### src/rtl/serial_subtractor_if.sv
`default_nettype none
// ============================================================================
// Module      : serial_subtractor_if
// Description : Request/result bundle for the bit-serial subtractor.
//               master : start, a, b, bin out; busy, done, diff, bout in
//               slave  : the mirror image, used by the subtractor itself
// Revision    : 1.0 - initial release
// ============================================================================
interface serial_subtractor_if #(
  parameter int WIDTH = 8
);
  logic             start;
  logic [WIDTH-1:0] a;
  logic [WIDTH-1:0] b;
  logic             bin;
  logic             busy;
  logic             done;
  logic [WIDTH-1:0] diff;
  logic             bout;

  modport master (
    output start, a, b, bin,
    input  busy, done, diff, bout
  );

  modport slave (
    input  start, a, b, bin,
    output busy, done, diff, bout
  );
endinterface
`default_nettype wire

### src/rtl/serial_subtractor.sv
`default_nettype none
// ============================================================================
// Module      : serial_subtractor
// Description : Bit-serial diff = a - b - bin, LSB first, one bit per clock
//               through a single full-subtractor cell with a borrow flop.
//               Ports : clk  - rising-edge clock
//                       rst  - synchronous active-high reset
//                       bus  - slave side of serial_subtractor_if
//                              (start/a/b/bin in, busy/done/diff/bout out)
//               Result appears WIDTH edges after the accepting edge, with a
//               one-cycle done pulse; diff/bout hold until the next result.
// Revision    : 1.0 - initial release
// ============================================================================
module serial_subtractor #(
  parameter int WIDTH = 8
) (
  input  logic                clk,
  input  logic                rst,
  serial_subtractor_if.slave  bus
);

  localparam int            CW   = $clog2(WIDTH + 1);
  localparam logic [CW-1:0] LAST = CW'(WIDTH - 1);

  typedef enum logic [1:0] {
    IDLE  = 2'd0,
    SHIFT = 2'd1,
    DONE  = 2'd2
  } state_t;

  state_t           state_q, state_d;
  logic [WIDTH-1:0] sa_q, sa_d;
  logic [WIDTH-1:0] sb_q, sb_d;
  logic [WIDTH-1:0] sr_q, sr_d;
  logic [CW-1:0]    cnt_q, cnt_d;
  logic             borrow_q, borrow_d;
  logic             busy_q, busy_d;
  logic             done_q, done_d;
  logic [WIDTH-1:0] diff_q, diff_d;
  logic             bout_q, bout_d;

  // Full-subtractor bit cell on the current LSBs and the running borrow.
  logic             cell_ai, cell_bi, cell_ci;
  logic             cell_diff, cell_borrow;
  logic [WIDTH-1:0] sr_shift;

  assign cell_ai     = sa_q[0];
  assign cell_bi     = sb_q[0];
  assign cell_ci     = borrow_q;
  assign cell_diff   = cell_ai ^ cell_bi ^ cell_ci;
  assign cell_borrow = (~cell_ai & cell_bi) | (~(cell_ai ^ cell_bi) & cell_ci);

  // Result register fills from the MSB end so the last bit lands on top.
  generate
    if (WIDTH > 1) begin : g_sr_wide
      assign sr_shift = {cell_diff, sr_q[WIDTH-1:1]};
    end else begin : g_sr_single
      assign sr_shift = cell_diff;
    end
  endgenerate

  always_comb begin
    state_d  = state_q;
    sa_d     = sa_q;
    sb_d     = sb_q;
    sr_d     = sr_q;
    cnt_d    = cnt_q;
    borrow_d = borrow_q;
    diff_d   = diff_q;
    bout_d   = bout_q;

    case (state_q)
      IDLE: begin
        if (bus.start) begin
          sa_d     = bus.a;
          sb_d     = bus.b;
          borrow_d = bus.bin;
          cnt_d    = '0;
          state_d  = SHIFT;
        end
      end
      SHIFT: begin
        sa_d     = sa_q >> 1;
        sb_d     = sb_q >> 1;
        sr_d     = sr_shift;
        borrow_d = cell_borrow;
        cnt_d    = cnt_q + CW'(1);
        if (cnt_q == LAST) begin
          // Publish the fully assembled word together with the final borrow.
          diff_d  = sr_shift;
          bout_d  = cell_borrow;
          state_d = DONE;
        end
      end
      DONE: begin
        state_d = IDLE;
      end
      default: begin
        state_d = IDLE;
      end
    endcase

    // Status outputs are registered copies of the next state.
    busy_d = (state_d == SHIFT);
    done_d = (state_d == DONE);
  end

  always_ff @(posedge clk) begin
    if (rst) begin
      state_q  <= IDLE;
      sa_q     <= '0;
      sb_q     <= '0;
      sr_q     <= '0;
      cnt_q    <= '0;
      borrow_q <= 1'b0;
      busy_q   <= 1'b0;
      done_q   <= 1'b0;
      diff_q   <= '0;
      bout_q   <= 1'b0;
    end else begin
      state_q  <= state_d;
      sa_q     <= sa_d;
      sb_q     <= sb_d;
      sr_q     <= sr_d;
      cnt_q    <= cnt_d;
      borrow_q <= borrow_d;
      busy_q   <= busy_d;
      done_q   <= done_d;
      diff_q   <= diff_d;
      bout_q   <= bout_d;
    end
  end

  assign bus.busy = busy_q;
  assign bus.done = done_q;
  assign bus.diff = diff_q;
  assign bus.bout = bout_q;

endmodule
`default_nettype wire

### src/flat_wrapper.sv
// flat-port wrapper written by rule: the top's interface ports become plain ports
module serial_subtractor_flat 
#(
  parameter int WIDTH = 8
)
  (clk, rst, bus_start, bus_a, bus_b, bus_bin, bus_busy, bus_done, bus_diff, bus_bout);
  serial_subtractor_if #(.WIDTH(WIDTH)) bus_i ();
  input  logic clk;
  input  logic rst;
  input wire logic [$bits(bus_i.start)-1:0] bus_start;
  input wire logic [$bits(bus_i.a)-1:0] bus_a;
  input wire logic [$bits(bus_i.b)-1:0] bus_b;
  input wire logic [$bits(bus_i.bin)-1:0] bus_bin;
  output wire logic [$bits(bus_i.busy)-1:0] bus_busy;
  output wire logic [$bits(bus_i.done)-1:0] bus_done;
  output wire logic [$bits(bus_i.diff)-1:0] bus_diff;
  output wire logic [$bits(bus_i.bout)-1:0] bus_bout;
  assign bus_i.start = bus_start;
  assign bus_i.a = bus_a;
  assign bus_i.b = bus_b;
  assign bus_i.bin = bus_bin;
  assign bus_busy = bus_i.busy;
  assign bus_done = bus_i.done;
  assign bus_diff = bus_i.diff;
  assign bus_bout = bus_i.bout;
  serial_subtractor #(.WIDTH(WIDTH)) u_core (.clk(clk), .rst(rst), .bus(bus_i));
endmodule
### config.mk
export PLATFORM = sky130hd
export DESIGN_NAME = serial_subtractor_flat
export DESIGN_NICKNAME = d
export VERILOG_FILES = /design/src/rtl/serial_subtractor_if.sv /design/src/rtl/serial_subtractor.sv /design/src/flat_wrapper.sv
export SDC_FILE = /design/constraint.sdc
export NUM_CORES = 1
export LEC_CHECK = 0
export BUFFER_PORTS_ARGS = -buffer_cell sky130_fd_sc_hd__buf_2
export CORE_MARGIN = 2
export CORE_UTILIZATION = 30
export CTS_CLUSTER_DIAMETER = 100
export DETAILED_ROUTE_END_ITERATION = 12
export SLEW_MARGIN = 0
export SYNTH_ARGS = -nofsm -noshare
export SYNTH_HDL_FRONTEND = slang
export SYNTH_SLANG_ARGS = --single-unit
### constraint.sdc
create_clock -name clk -period 1.5 [get_ports clk]
set_input_delay 0.075 -clock clk [delete_from_list [all_inputs] [get_ports clk]]
set_output_delay 0.075 -clock clk [all_outputs]
set_load 0.02 [all_outputs]
==> flow_metrics.py, run 1 <==
metrics = {
    "status": {
        "status": "completed",
    },
    "detailed_routing": {
        "viasPerCell": 4.92,
        "vias": 1373,
        "drc_errors": 0,
        "final_antenna_net_count": 0,
        "dr.pass1.iters": 4,
        "routed_wl_mm": 3.67,
        "first_iter_violations": 115,
        "wire_per_inst_um": 13.2,
    },
    "clock_network": {
        "clk_latency_ns": 0.29,
        "cts.sinks": 41,
        "cts.hold.buffers_added": 0,
        "cts_max_level": 2,
        "cts_tree": "done",
        "clk_path_buf_depth": 2,
        "post_cts_buffers": 0,
        "path_clk_slew_ns": 0.08,
        "cts_buffers": 5,
        "clock-root-buffer": "clkbuf_8",
    },
    "floorplan": {
        "dieArea_mm2": 0.00608,
        "die_w_um": 78,
        "rows": 26,
        "core_area_mm2": 0.00520,
        "die_height_um": 78,
        "initial_core_util_pct": 31.6,
        "io_pins": 31,
    },
    "global_route": {
        "overflow": 0,
        "grt_pass1_vias": 1310,
        "antenna_found_initial": 0,
        "grt_max_degree": 27,
        "grt_pass1_wl_mm": 6.17,
        "track_usage_pct": 12.7,
    },
    "synthesis": {
        "synth.area.top_cells": "dfxtp_1 50%, a21oi_1 8.8%, o22ai_1 5.3%, o21ai_0 4.6%, a31o_1 3.7%",
        "synthTopCellsByCount": "41 x dfxtp_1, 29 x a21oi_1, 15 x nand2_1, 15 x o21ai_0, 14 x o22ai_1",
        "ys_ff_latch": 41,
        "syn_area_per_cell_um2": 9.13,
        "synth_largest_area_cell": "dfxtp_1",
        "synth_top_area_share_pct": 50.0,
        "synth_ff_type": "dfxtp_1",
        "syn_nets": 202,
        "netlist_instances": 180,
        "synth_most_common_cell": "dfxtp_1",
        "synth_edf_count": 0,
        "yosysSeqAreaShare_pct": 50.0,
        "netlist_area_mm2": 0.00164,
        "synthArstFlopShare_pct": 0,
        "yosys_warnings": 0,
        "synth.distinct_cells": 36,
    },
    "job": {
        "cap_violations": 0,
    },
    "sta": {
        "tightest_slew_ns": 0.459,
        "skew_ns": 0.00729,
        "fin_setup_tns_ns": 0,
        "max_freq_mhz": 718,
        "rsz0062_at_grt": "no",
        "setup_viol": 0,
        "period_minus_slack_ns": 1.39,
        "max_slew_margin_pct": 69.3,
        "finalCritPeriodShare_pct": 92.9,
        "hold_viol_final": 0,
        "setup_slack_ns": 0.107,
        "slew_violations": 0,
    },
    "critical_path": {
        "crit_type": "reg2reg",
        "endpoint_kind": "flip-flop",
        "required_ns": 1.73,
        "start_kind": "flip-flop",
        "cp_max_fo": 14,
        "crit_arrival_ns": 1.63,
    },
    "cells_and_area": {
        "fill_cells": 557,
        "diodes": 0,
        "fin_nets": 230,
        "area_delta_synth_final_pct": 17.3,
        "drive_gt1_share_pct": 24.9,
        "fin_util_pct": 37.0,
    },
    "place": {
        "numPortBuffers": 30,
        "gp_congestion": 0.699,
        "pre_cts_slack_ns": 0.101,
        "dp_hpwl_mm": 2.43,
    },
    "pwr": {
        "powerDensity_mw_per_mm2": 1070,
        "p_leak_uw": 0.000769,
        "ir_drop_mv": 0.422,
        "p_total_uw": 2070,
    },
    "hold_path": {
        "holdCritPathClass": "in2reg",
    },
}
per-stage QoR:
stage / instances / hold WS (ns) / instance area (µm²)
after detailed placement: 271 / 0.328 / 1840
final: 279 / 0.0229 / 1930
after floorplan: 180 / 0.209 / 1640
after global placement: 271 / 0.327 / 1840
after global routing: 279 / 0.0514 / 1930
after CTS: 279 / 0.0201 / 1920
timing repair:
item,in CTS,in global routing
resized for setup,0,2
endpoints found under the hold margin,0,0
endpoints found under the setup margin,0,7
power by group:
part	internal (µW)	total (µW)	switching (µW)	leakage [µW]
registers	1140	1170	32.5	0.000336
logic	92.0	209	117	0.000388
clock network	322	685	362	0.0000450
total	1550	2070	512	0.000769
area by class of cell:
cell class / instances / area [µm²] / share of cell area, %
Sequential cell: 41 / 822 / 42.7
Multi-Input combinational cell: 121 / 729 / 37.9
Timing Repair Buffer: 35 / 188 / 9.74
Tap cell: 70 / 87.6 / 4.55
Clock buffer: 6 / 72.6 / 3.77
Inverter: 4 / 17.5 / 0.909
Clock inverter: 2 / 10.0 / 0.519
worst max-delay path, cell delays in order, from the launching register on:
cell	delay (ns)
dfxtp_1	0.53
and4b_4	0.41
and2_4	0.24
a31o_1	0.16
kinds of logic (layout without fill, tap and decap cells):
| group | after synthesis | after routing | synth area share [%] |
|---|---|---|---|
| flops | 41 | 41 | 50.0 |
| buf+inv | 18 | 47 | 5.79 |
| simple gates | 42 | 42 | 13.4 |
| compound gates | 77 | 77 | 28.9 |
| fa+ha+maj | 2 | 2 | 1.98 |
metal layers:
| metal | vias to the layer above | global-route usage, % | share of wire, % |
|---|---|---|---|
| li1 | 707 | - | - |
| met1 | 628 | 17.3 | 50 |
| met2 | 33 | 19.3 | 45 |
| met3 | 5 | 2.67 | 4.3 |
| met4 | 0 | 5.26 | 1.6 |
| met5 | - | 0 | 0 |
layout by cell type (no fill, tap or decap), types with 7 or more instances in the layout:
| master | count |
|---|---|
| o22ai_1 | 14 |
| buf_2 | 30 |
| a21oi_1 | 29 |
| nand2b_1 | 9 |
| a31o_1 | 7 |
| o21ai_0 | 15 |
| nand2_1 | 15 |
| dfxtp_1 | 40 |
final timing paths:
kind | startpoint | to | slack [ns] | cells after the start
worst max-delay path | u_core.state_q[0]$_SDFF_PP0_ | u_core.bus.diff[5]$_SDFFE_PP0P_ | 0.11 | 3
worst min-delay path | bus_b[7] | u_core.sb_q[7]$_SDFFE_PP0P_ | 0.02 | 3
worst max register to register | u_core.state_q[0]$_SDFF_PP0_ | u_core.bus.diff[5]$_SDFFE_PP0P_ | 0.11 | 3
worst min register to register | u_core.bus.diff[1]$_SDFFE_PP0P_ | u_core.bus.diff[1]$_SDFFE_PP0P_ | 0.46 | 2
registers in the layout, summed over array words and instances, names as in the netlist:
register,count
u_core.bus.done,1
u_core.sb_q,8
u_core.borrow_q,1
u_core.cnt_q,4
u_core.sa_q,8
u_core.bus.busy,1
u_core.state_q,2
u_core.sr_q,7
u_core.bus.diff,8
u_core.bus.bout,1
Power figures use the tool's default switching activity.
==> run 2, diff against run 1 <==
--- a/config.mk
+++ b/config.mk
@@ -6,6 +6,7 @@
 export NUM_CORES = 1
 export LEC_CHECK = 0
 export BUFFER_PORTS_ARGS = -buffer_cell sky130_fd_sc_hd__buf_2
+export CAP_MARGIN = 25
 export CORE_MARGIN = 2
 export CORE_UTILIZATION = 30
 export CTS_CLUSTER_DIAMETER = 100
==> constraint.sdc (replaced) <==
create_clock -name clk -period 1.5 [get_ports clk]
set_input_delay 0 -clock clk [delete_from_list [all_inputs] [get_ports clk]]
set_output_delay 0 -clock clk [all_outputs]
set_load 0.02 [all_outputs]
==> run 2 against run 1 <==
Clock-buffer cell count did not move. Power is 0.37% higher. Hold slack worse by 0.011 ns. Non-clock buffer count is 4 higher. Combinational power increased by 4%. Via count rose by 2.3%. Sequential share of layout area fell by 0.87 points. Die area did not move. Utilization up 0.77 points. Register-to-register slack about the same.
==> flow_metrics.py, run 2 (synthesis results as in run 1) <==
metrics = {
    "status": {
        "status": "completed",
    },
    "floorplan": {
        "io_pins": 31,
        "initial_core_util_pct": 31.6,
        "dieArea_mm2": 0.00608,
        "rows": 26,
        "die_w_um": 78,
        "die_height_um": 78,
        "core_area_mm2": 0.00520,
    },
    "cells_and_area": {
        "diodes": 0,
        "fin_nets": 234,
        "fin_cells": 283,
        "mostFrequentLayoutCells": "40 x dfxtp_1, 30 x buf_2, 29 x a21oi_1",
        "fin_util_pct": 37.8,
        "drive_gt1_share_pct": 24.4,
        "final_common_cell": "dfxtp_1",
        "area_delta_synth_final_pct": 19.7,
    },
    "detailed_routing": {
        "viasPerCell": 4.96,
        "dr.pass1.iters": 4,
        "wire_per_inst_um": 13.0,
        "first_iter_violations": 119,
        "routed_wl_mm": 3.69,
        "final_antenna_net_count": 0,
        "vias": 1405,
        "drc_errors": 0,
    },
    "global_route": {
        "antenna_found_initial": 0,
        "grt_util_met1_pct": 17.3,
        "grt_busiest_layer": "met2",
        "gr-usage-met3_pct": 2.79,
        "overflow": 0,
        "grt_pass1_wl_mm": 6.21,
        "grt_use_met2_pct": 19.5,
        "grt_pass1_vias": 1322,
        "grt_max_degree": 27,
        "track_usage_pct": 12.7,
    },
    "sta": {
        "skew_ns": 0.00722,
        "setup_viol": 0,
        "holdWs_ns": 0.0115,
        "slew_violations": 0,
        "rsz0062_at_grt": "no",
        "fin_setup_tns_ns": 0,
        "max_slew_margin_pct": 69.6,
        "finalCritPeriodShare_pct": 92.8,
        "max_freq_mhz": 719,
        "tightest_slew_ns": 0.456,
        "period_minus_slack_ns": 1.39,
        "hold_viol_final": 0,
    },
    "place": {
        "dp_hpwl_mm": 2.43,
        "numPortBuffers": 30,
        "gp_congestion": 0.699,
        "dp_cells": 271,
    },
    "clock_network": {
        "cts_max_level": 2,
        "cts.sinks": 41,
        "path_clk_slew_ns": 0.08,
        "cts_tree": "done",
        "clock-root-buffer": "clkbuf_8",
        "clk_path_buf_depth": 2,
        "cts_buffers": 5,
        "clk_latency_ns": 0.29,
    },
    "critical_path": {
        "required_ns": 1.74,
        "r2r_end": "u_core.bus.diff[5]$_SDFFE_PP0P_",
        "cp_max_fo": 14,
        "r2r_slack_ns": 0.11,
        "crit_arrival_ns": 1.63,
        "crit_type": "reg2reg",
        "start_kind": "flip-flop",
        "r2r-start": "u_core.state_q[0]$_SDFF_PP0_",
        "reg2reg_depth": 3,
        "endpoint_kind": "flip-flop",
    },
    "hold_path": {
        "hp-start": "bus_b[3]",
        "min_to": "u_core.sb_q[3]$_SDFFE_PP0P_",
        "holdCritPathClass": "in2reg",
        "min_path_cells": 3,
    },
    "pwr": {
        "p_total_uw": 2070,
        "powerDensity_mw_per_mm2": 1050,
        "p_leak_uw": 0.000786,
        "ir_drop_mv": 0.425,
    },
    "job": {
        "cap_violations": 0,
    },
}
## run 2: changes by cell type in the layout (fill, tap and decap cells not counted)
cell / delta
dlygate4sd3_1: +4
## run 2: what timing repair did
action,CTS,global route
endpoints found under the hold margin,5,0
resized for setup,0,2
setup buffers,0,0
endpoints found under the setup margin,0,7
hold buffers,4,0
## run 2: cell type report
| class | instances | area, µm² |
|---|---|---|
| Clock buffer | 6 | 72.6 |
| Clock inverter | 2 | 10.0 |
| Fill cell | 554 | 3240 |
| Inverter | 4 | 17.5 |
| Multi-Input combinational cell | 121 | 729 |
| Sequential cell | 41 | 822 |
| Tap cell | 70 | 87.6 |
| Timing Repair Buffer | 39 | 228 |
## run 2: critical path: stages, from the launching register on
cell	delay, ns
dfxtp_1	0.53
and4b_4	0.41
and2_4	0.24
a31o_1	0.16
## run 2: metal layers
metal	routed length [µm]	vias up
li1	-	717
met1	1830	650
met2	1640	33
met3	155	5
met4	58	0
met5	0	-
## run 2: stage by stage
stage          worst slack [ns]  area [µm²]
3_5_place_dp              0.101        1840
5_1_grt                 0.00496        1970
2_1_floorplan             0.184        1640
6_report                  0.109        1970
4_1_cts                  0.0710        1960
3_3_place_gp              0.133        1840
## run 2: power by group
part	switching, µW	internal, µW
Combinational	119	98.8
Sequential	32.5	1140
Clock	362	322
Total	513	1560
## run 2: how the worst max path moves through the flow
stage,start,end,slack (ns),cells past startpoint
2_1_floorplan,u_core.cnt_q[0]$_SDFFE_PP0P_,u_core.bus.bout$_SDFFE_PP0P_,0.18,5
3_3_place_gp,u_core.cnt_q[0]$_SDFFE_PP0P_,u_core.bus.diff[1]$_SDFFE_PP0P_,0.13,4
3_5_place_dp,u_core.cnt_q[0]$_SDFFE_PP0P_,u_core.bus.diff[5]$_SDFFE_PP0P_,0.10,4
4_1_cts,u_core.cnt_q[0]$_SDFFE_PP0P_,u_core.bus.diff[5]$_SDFFE_PP0P_,0.07,4
5_1_grt,u_core.state_q[0]$_SDFF_PP0_,u_core.sr_q[7]$_SDFFE_PP0P_,0.005,3
6_report,u_core.state_q[0]$_SDFF_PP0_,u_core.bus.diff[5]$_SDFFE_PP0P_,0.11,3
==> run 3, diff against run 2 <==
--- a/config.mk
+++ b/config.mk
@@ -11,6 +11,8 @@
 export CORE_UTILIZATION = 30
 export CTS_CLUSTER_DIAMETER = 100
 export DETAILED_ROUTE_END_ITERATION = 12
+export MAX_ROUTING_LAYER = met4
+export REMOVE_ABC_BUFFERS = 1
 export SLEW_MARGIN = 0
 export SYNTH_ARGS = -nofsm -noshare
 export SYNTH_HDL_FRONTEND = slang
==> run 3 against run 2 <==
Die area unchanged. Utilization up 0.79 points. Critical endpoint is now u_core.bus.diff[0]$_SDFFE_PP0P_. Non-clock buffer count increased by 5. Sequential share of layout area decreased by 0.92 points. Clock-buffer cell count stayed put. Highest routed layer unchanged. Maximum frequency down 0.50%. Via count barely moved.
==> flow_metrics.py, run 3 (synthesis results as in run 1) <==
metrics = {
    "status": {
        "status": "completed",
    },
    "cells_and_area": {
        "mostFrequentLayoutCells": "41 x dfxtp_1, 30 x buf_2, 29 x a21oi_1",
        "final_common_cell": "dfxtp_1",
        "area_delta_synth_final_pct": 22.2,
        "fin_nets": 239,
        "drive_gt1_share_pct": 23.9,
        "diodes": 0,
    },
    "floorplan": {
        "die_w_um": 78,
        "initial_core_util_pct": 31.6,
        "dieArea_mm2": 0.00608,
        "io_pins": 31,
        "core_area_mm2": 0.00520,
        "rows": 26,
        "die_height_um": 78,
    },
    "clock_network": {
        "clk_path_buf_depth": 2,
        "cts_buffers": 5,
        "cts_tree": "done",
        "post_cts_buffers": 0,
        "clock-root-buffer": "clkbuf_8",
        "clk_latency_ns": 0.30,
        "cts_resized": 0,
        "path_clk_slew_ns": 0.08,
        "cts.sinks": 41,
        "cts_max_level": 2,
    },
    "sta": {
        "fin_setup_tns_ns": 0,
        "tightest_slew_ns": 0.682,
        "setup_slack_ns": 0.102,
        "finalCritPeriodShare_pct": 93.2,
        "setup_viol": 0,
        "max_freq_mhz": 715,
        "skew_ns": 0.00761,
        "max_slew_margin_pct": 54.5,
        "holdWs_ns": 0.00404,
        "hold_viol_final": 0,
        "slew_violations": 0,
        "rsz0062_at_grt": "no",
        "period_minus_slack_ns": 1.40,
    },
    "critical_path": {
        "max_stage_delay_ns": 0.37,
        "crit_type": "reg2reg",
        "endpoint_kind": "flip-flop",
        "critPathLaunch": "u_core.cnt_q[0]$_SDFFE_PP0P_",
        "worstPathCellList": "ha_1 > and4b_4 > and2_4 > a31o_1",
        "r2r-start": "u_core.cnt_q[0]$_SDFFE_PP0P_",
        "cp_max_fo": 14,
        "crit_arrival_ns": 1.64,
        "cp_num_buf_inv": 0,
        "start_kind": "flip-flop",
        "crit_family": "simple AND/OR/NAND/NOR gates",
        "reg2reg_depth": 4,
        "required_ns": 1.74,
        "cp.depth": 4,
        "critPathSlowestCell": "dfxtp_1",
    },
    "hold_path": {
        "hp-start": "bus_b[0]",
        "holdCritPathClass": "in2reg",
        "min_path_cells": 3,
    },
    "detailed_routing": {
        "viasPerCell": 4.88,
        "routed_wl_mm": 3.77,
        "vias": 1404,
        "first_iter_violations": 119,
        "final_antenna_net_count": 0,
        "dr.pass1.iters": 5,
        "drc_errors": 0,
        "wire_per_inst_um": 13.1,
    },
    "global_route": {
        "grt_pass1_vias": 1315,
        "grt_pass1_wl_mm": 6.56,
        "track_usage_pct": 14.2,
        "overflow": 0,
        "grt_max_degree": 26,
        "antenna_found_initial": 0,
    },
    "pwr": {
        "power.share.clock_pct": 33.2,
        "p_int_uw": 1570,
        "p_seq_share_pct": 55.8,
        "combPwrFrac_pct": 11.0,
        "swShare_pct": 25.1,
        "p_sw_uw": 525,
        "p_leak_uw": 0.000810,
        "ir_drop_mv": 0.297,
        "powerDensity_mw_per_mm2": 1040,
    },
    "place": {
        "gp_congestion": 0.761,
        "numPortBuffers": 30,
        "pre_cts_slack_ns": 0.105,
        "dp_hpwl_mm": 2.36,
    },
    "job": {
        "cap_violations": 0,
    },
}
[run 3: changes by cell type in the layout (fill, tap and decap cells not counted)]
cell           delta
ha_1              +1
dfxtp_2           -1
buf_4             +2
ha_2              -1
dlygate4sd3_1     +3
dfxtp_1           +1
[run 3: final cells by class]
class / count / area (µm²)
Inverter: 4 / 17.5
Timing Repair Buffer: 44 / 273
Tap cell: 70 / 87.6
Fill cell: 537 / 3200
Clock inverter: 2 / 10.0
Multi-Input combinational cell: 121 / 727
Clock buffer: 6 / 72.6
Sequential cell: 41 / 821
[run 3: layer usage]
layer	vias up	wire length, µm	global-route usage [%]
met5	-	0	-
met3	6	131	3.95
met1	653	1910	18.8
li1	724	-	-
met4	0	88	6.84
met2	21	1630	20.1
[run 3: final timing paths]
check                               endpoint  slack [ns]
min reg2reg      u_core.sr_q[1]$_SDFFE_PP0P_        0.46
max reg2reg  u_core.bus.diff[0]$_SDFFE_PP0P_        0.10
max          u_core.bus.diff[0]$_SDFFE_PP0P_        0.10
min              u_core.sb_q[0]$_SDFFE_PP0P_       0.004
[run 3: stage by stage]
stage          std cells  power, µW  area (µm²)  util [%]
3_3_place_gp         273       1410        1860      35.6
4_1_cts              288       2120        2010      38.6
6_report             288       2090        2010      38.6
5_1_grt              288       2210        2010      38.6
3_5_place_dp         273       1410        1860      35.6
2_1_floorplan        166       1310        1570         -
[run 3: timing repair]
item | 4_1_cts | 5_1_grt
hold buffers | 7 | 0
hold endpoints to repair | 7 | 0
endpoints found under the setup margin | 0 | 0
[run 3: worst reg2reg max path, stage by stage, from the launching register on]
cell     delay (ns)
dfxtp_1        0.37
ha_1           0.21
and4b_4        0.37
and2_4         0.24
a31o_1         0.16
[run 3: power by group through the flow]
stage | sequential (µW) | clock [µW] | combinational, µW
floorplan | 1190 | 0 | 123
global placement | 1190 | 0 | 214
detailed placement | 1190 | 0 | 216
CTS | 1170 | 724 | 231
global route | 1180 | 774 | 261
finish | 1170 | 695 | 229
